<file path="src/rtl/clk_div_multi_if.sv">
// Control/status bundle for clk_div_multi.
// Master drives divide values and strobes; slave returns clocks and ticks.
interface clk_div_multi_if #(
  parameter int NUM_CH = 4,
  parameter int CNT_W  = 32
);
  logic [NUM_CH*CNT_W-1:0] div_count;
  logic [NUM_CH-1:0]       update;
  logic [NUM_CH-1:0]       en;
  logic                    sync;
  logic [NUM_CH-1:0]       outclk;
  logic [NUM_CH-1:0]       rise_tick;
  logic [NUM_CH-1:0]       pend;

  modport master (
    output div_count, update, en, sync,
    input  outclk, rise_tick, pend
  );

  modport slave (
    input  div_count, update, en, sync,
    output outclk, rise_tick, pend
  );
endinterface

</file>
<file path="src/rtl/clk_div_multi.sv">
// Multi-channel square-wave divider with shadowed half-period reload.
// Each channel toggles outclk every hp cycles; sync restarts all in phase.
module clk_div_multi #(
  parameter int NUM_CH = 4,
  parameter int CNT_W  = 32
) (
  input  logic             inclk,
  input  logic             Reset,
  clk_div_multi_if.slave   bus
);

  localparam logic [CNT_W-1:0] ONE = {{(CNT_W-1){1'b0}}, 1'b1};

  logic [CNT_W-1:0]  cnt_q [NUM_CH];
  logic [CNT_W-1:0]  cnt_d [NUM_CH];
  logic [CNT_W-1:0]  hp_q  [NUM_CH];
  logic [CNT_W-1:0]  hp_d  [NUM_CH];
  logic [CNT_W-1:0]  pv_q  [NUM_CH];
  logic [CNT_W-1:0]  pv_d  [NUM_CH];
  logic [NUM_CH-1:0] pend_q, pend_d;
  logic [NUM_CH-1:0] out_q, out_d;
  logic [NUM_CH-1:0] tick_q, tick_d;

  always_comb begin
    logic [CNT_W-1:0] hpm1;
    logic [CNT_W-1:0] din;
    logic             idle;
    logic             cont;
    logic             wrap;
    logic             apply;
    cnt_d  = cnt_q;
    hp_d   = hp_q;
    pv_d   = pv_q;
    pend_d = pend_q;
    out_d  = out_q;
    tick_d = '0;
    hpm1   = '0;
    din    = '0;
    idle   = 1'b0;
    cont   = 1'b0;
    wrap   = 1'b0;
    apply  = 1'b0;
    for (int c = 0; c < NUM_CH; c++) begin
      hpm1  = hp_q[c] - ONE;
      din   = bus.div_count[c*CNT_W +: CNT_W];
      idle  = !bus.en[c] || (hp_q[c] == '0) || bus.sync;
      cont  = !idle && (cnt_q[c] < hpm1);
      wrap  = !idle && !(cnt_q[c] < hpm1);
      apply = idle || wrap;

      unique case (1'b1)
        idle: begin
          cnt_d[c] = '0;
          out_d[c] = 1'b0;
        end
        cont: begin
          cnt_d[c] = cnt_q[c] + ONE;
        end
        wrap: begin
          cnt_d[c]  = '0;
          out_d[c]  = !out_q[c];
          tick_d[c] = !out_q[c];
        end
        default: ;
      endcase

      // A fresh strobe on an apply point bypasses the shadow register
      if (bus.update[c]) begin
        if (apply) begin
          hp_d[c]   = din;
          pend_d[c] = 1'b0;
        end else begin
          pv_d[c]   = din;
          pend_d[c] = 1'b1;
        end
      end else if (apply && pend_q[c]) begin
        hp_d[c]   = pv_q[c];
        pend_d[c] = 1'b0;
      end
    end
  end

  always_ff @(posedge inclk) begin
    if (Reset) begin
      for (int c = 0; c < NUM_CH; c++) begin
        cnt_q[c] <= '0;
        hp_q[c]  <= '0;
        pv_q[c]  <= '0;
      end
      pend_q <= '0;
      out_q  <= '0;
      tick_q <= '0;
    end else begin
      for (int c = 0; c < NUM_CH; c++) begin
        cnt_q[c] <= cnt_d[c];
        hp_q[c]  <= hp_d[c];
        pv_q[c]  <= pv_d[c];
      end
      pend_q <= pend_d;
      out_q  <= out_d;
      tick_q <= tick_d;
    end
  end

  assign bus.outclk    = out_q;
  assign bus.rise_tick = tick_q;
  assign bus.pend      = pend_q;

endmodule

</file>
<file path="src/flat_wrapper.sv">
// flat-port wrapper written by rule: the top's interface ports become plain ports
module clk_div_multi_flat 
#(
  parameter int NUM_CH = 4,
  parameter int CNT_W  = 32
)
  (inclk, Reset, bus_div_count, bus_update, bus_en, bus_sync, bus_outclk, bus_rise_tick, bus_pend);
  clk_div_multi_if #(.NUM_CH(NUM_CH), .CNT_W(CNT_W)) bus_i ();
  input  logic inclk;
  input  logic Reset;
  input wire logic [$bits(bus_i.div_count)-1:0] bus_div_count;
  input wire logic [$bits(bus_i.update)-1:0] bus_update;
  input wire logic [$bits(bus_i.en)-1:0] bus_en;
  input wire logic [$bits(bus_i.sync)-1:0] bus_sync;
  output wire logic [$bits(bus_i.outclk)-1:0] bus_outclk;
  output wire logic [$bits(bus_i.rise_tick)-1:0] bus_rise_tick;
  output wire logic [$bits(bus_i.pend)-1:0] bus_pend;
  assign bus_i.div_count = bus_div_count;
  assign bus_i.update = bus_update;
  assign bus_i.en = bus_en;
  assign bus_i.sync = bus_sync;
  assign bus_outclk = bus_i.outclk;
  assign bus_rise_tick = bus_i.rise_tick;
  assign bus_pend = bus_i.pend;
  clk_div_multi #(.NUM_CH(NUM_CH), .CNT_W(CNT_W)) u_core (.inclk(inclk), .Reset(Reset), .bus(bus_i));
endmodule
</file>
<file path="config.mk">
export PLATFORM = sky130hd
export DESIGN_NAME = clk_div_multi_flat
export DESIGN_NICKNAME = d
export VERILOG_FILES = /design/src/rtl/clk_div_multi_if.sv /design/src/rtl/clk_div_multi.sv /design/src/flat_wrapper.sv
export SDC_FILE = /design/constraint.sdc
export NUM_CORES = 1
export LEC_CHECK = 0
export CORE_ASPECT_RATIO = 1.75
export CORE_UTILIZATION = 55
export CTS_CLUSTER_SIZE = 14
export DETAILED_ROUTE_END_ITERATION = 16
export GPL_TIMING_DRIVEN = 0
export PLACE_DENSITY = 0.73
export SETUP_SLACK_MARGIN = 0.15
export SLEW_MARGIN = 5
export SYNTH_ARGS = -nofsm -noshare
export SYNTH_HDL_FRONTEND = slang
export SYNTH_SLANG_ARGS = --single-unit
</file>
<file path="constraint.sdc">
create_clock -name inclk -period 5.2 [get_ports inclk]
set_input_delay 0.52 -clock inclk [delete_from_list [all_inputs] [get_ports inclk]]
set_output_delay 0.52 -clock inclk [all_outputs]
set_load 0.05 [all_outputs]
</file>
==> run metrics <==
Setup crit end kind flop; IR drop worst, VDD 0.000284 V; die area 0.0401 mm^2; slowest CP cell or4_4; #FFs+latches synth 396; initial antenna violation count 1; CTS tree built; count of cell types in the netlist 73; Pins Over Slew Limit 0; sequential fraction of the synthesis area 36.7%; CP startpoint kind flop; worst reg2reg startpoint u_core.hp_q[75]$_SDFFE_PP0P_; Min-Delay Path Class flop to flop; share of cells above drive strength 1 5.82%; top cells by area, synth dfxtp_1, ha_1, nor2_1; placement-stage cell area 0.0237 mm^2; clock sink total 396; count leader, synth dfxtp_1; Routed Antenna Nets 0; endpoints failing setup 0; FFs w/ async S/R, synth 0%; fmax 206 MHz; Fin Setup TNS 0 ns; Stages on worst setup path 16; leakage power 9.21 nW; Initial Utilization 56.1%; die outline height 264 um; DRC 0; critical-path maximum fanout 10; FF-to-FF setup slack 0.35 ns; RSZ-0062 raised after global routing true; CP cell instances or4_4 > nor4_4 > nand3_1 > or3_1 > or3_4 > nor4_4 > xnor2_1 > ha_1 > and4_1 > nand4_1 > or2_4 > o22ai_4 > or4b_1 > buf_4 > buf_2 > a221oi_1; final wirelength 57,100 um; top_reg_cell synth dfxtp_1; fin area 0.0252 mm^2; CTS Root Cell clkbuf_16; die width 152 um; Worst R2R Path Depth 16; GPL Wtd Cong 0.901; CP Data Arrival Time 5.27 ns; H-tree depth 2; relative slew slack 36.4%; share of the clock period used by the worst path after layout 93.2%; cell family with most CP delay simple AND/OR/NAND/NOR gates; Fin. Hold Viols 0; Synth area leader dfxtp_1; number of synthesized flops with an enable pin 0; port bufs 148; nets 3,012; Pwr per Cell Area 286 mW/mm^2; Setup CP Type flop to flop; Layout area overhead 16.5%; grt total ovfl 0; Worst Path Buf+Inv 2; first-pass GRT wire length 92,700 um; drt pass-1 iters 5; initial DRC count 783; FF-to-FF End u_core.hp_q[94]$_SDFFE_PP0P_; Worst Path Required 5.63 ns; Max Cap Viol 0; outcome completed; vias in the first global route 19,000; Syn Inst Count 2,543; syn nets 2,814; Overall Global Routing Usage 28.0%; Yosys warning count 0; Num CTS Buffers 40; Core ar. 0.0385 mm^2; post-layout min period 4.85 ns; Worst-path clk slew 0.07 ns; post-DP HPWL 44,200 um; Crit. Startpoint u_core.hp_q[75]$_SDFFE_PP0P_; measured slew at the worst slew-check pin 0.949 ns; Bufs on Longest Clock Path 3; Cell Area, Synth 0.0216 mm^2; drt via density 5.83; Final Skew 0.0187 ns; largest net degree at the start of global routing 15; Vias 19,000; most numerous cell on the critical path nor4_4; Core Util, Final 65.3%; worst-skew pair later-pin latency 0.54 ns; post-synthesis area per instance 8.49 um^2; Commonest cells post-synth dfxtp_1, nor2_1, a21oi_1; IO Count 151; crit path to u_core.hp_q[94]$_SDFFE_PP0P_; top cell type's share of synthesized area 36.7%; Routed wire per std cell 17.6 um; Site Rows 95; max incr delay on CP 0.57 ns
worst reg2reg max path, cell delays in order, from the launching register on:
cell and delay [ns]:
dfxtp_1 0.33, or4_4 0.57, nor4_4 0.21, nand3_1 0.14
or3_1 0.39, or3_4 0.44, nor4_4 0.24, xnor2_1 0.16
ha_1 0.28, and4_1 0.18, nand4_1 0.19, or2_4 0.21
o22ai_4 0.10, or4b_1 0.55, buf_4 0.18, buf_2 0.23
a221oi_1 0.33
routing by layer:
metal | GRT usage, % | up-vias | wire, um
met3 | 2.94 | 168 | 1970
met1 | 28.8 | 8998 | 21400
met5 | 0 | - | 0
li1 | - | 9388 | -
met4 | 14.8 | 0 | 2830
met2 | 54.6 | 406 | 30900
stage by stage:
step,instances,hold slack [ns],worst slack [ns],total power (W)
2_1_floorplan,2543,0.438,0.803,0.00401
3_3_place_gp,3176,0.448,-0.238,0.00434
3_5_place_dp,3176,0.456,-0.352,0.00437
4_1_cts,3241,0.438,0.156,0.00721
5_1_grt,3250,0.472,0.104,0.00747
6_report,3250,0.465,0.355,0.00719
state kept, by name, indices dropped and copies added, names as in the netlist:
name and count:
u_core.bus.outclk 4, u_core.bus.rise_tick 4, u_core.cnt_q 128, u_core.pv_q 128
u_core.bus.pend 4, u_core.hp_q 128
area by class of cell:
cell class	count	area [um^2]
Timing Repair Buffer	156	1540
Sequential cell	396	7930
Antenna cell	1	2.50
Clock buffer	53	1100
Clock inverter	12	140
Multi-Input combinational cell	1892	12700
Inverter	114	428
Fill cell	3362	13400
Buffer	141	669
Tap cell	485	607
logic make-up (layout without fill, tap and decap cells):
logic type                 Yosys count  in the layout  synth area share (%)
xor gates and xnor gates           237            237                  9.61
and+or+nand+nor                    954            954                  22.0
DFF                                396            396                  36.7
adders and majority gates          132            132                  7.65
other                                0              1                     0
muxes                               96             96                  4.45
AOI/OAI and AO/OA                  473            473                  14.7
buffers and inverters              255            476                  4.94
cells in the final DEF (no fill, tap or decap), drive strengths merged, types with 3 or more instances in the layout:
master / count
dfxtp: 396
nor2: 342
a21oi: 175
nand2: 173
clkbuf: 150
clkdlybuf4s50: 148
xnor2: 136
ha: 132
inv: 114
xor2: 101
mux2i: 96
o21ai: 90
nand4: 73
a221oi: 69
nand3: 65
o2bb2ai: 64
nor3: 53
buf: 52
nand2b: 45
or3: 42
nand3b: 37
nor4: 36
o31ai: 33
and3: 32
and4: 19
or4: 12
and2: 7
a21o: 7
o21a: 7
clkinv: 7
a211oi: 7
or2: 4
nand4b: 3
nor3b: 3
nor2b: 3
bufinv: 3
o22ai: 3
worst min-delay path by stage:
stage,depth (start not counted),endpoint,startpoint
floorplan,1,u_core.cnt_q[0]$_SDFFE_PP0P_,u_core.cnt_q[0]$_SDFFE_PP0P_
global placement,2,u_core.pv_q[10]$_SDFFE_PP0P_,u_core.pv_q[10]$_SDFFE_PP0P_
detailed placement,2,u_core.pv_q[10]$_SDFFE_PP0P_,u_core.pv_q[10]$_SDFFE_PP0P_
CTS,3,u_core.pv_q[27]$_SDFFE_PP0P_,bus_update[3]
global route,3,u_core.pv_q[29]$_SDFFE_PP0P_,bus_update[3]
finish,2,u_core.pv_q[15]$_SDFFE_PP0P_,u_core.pv_q[15]$_SDFFE_PP0P_
report_power, final:
group	internal, W	total (W)	leakage, nW	switching [W]
clock network	0.00163	0.00285	0.608	0.00122
registers	0.00314	0.00325	3.23	0.000106
logic	0.000482	0.00109	5.38	0.000605
what timing repair did:
item / in CTS / in global routing
hold buffers: 0 / 0
pin swaps: 0 / 8
endpoints found under the setup margin: 216 / 240
setup buffers: 0 / 8
resized for setup: 15 / 31
Power figures use the tool's default switching activity.
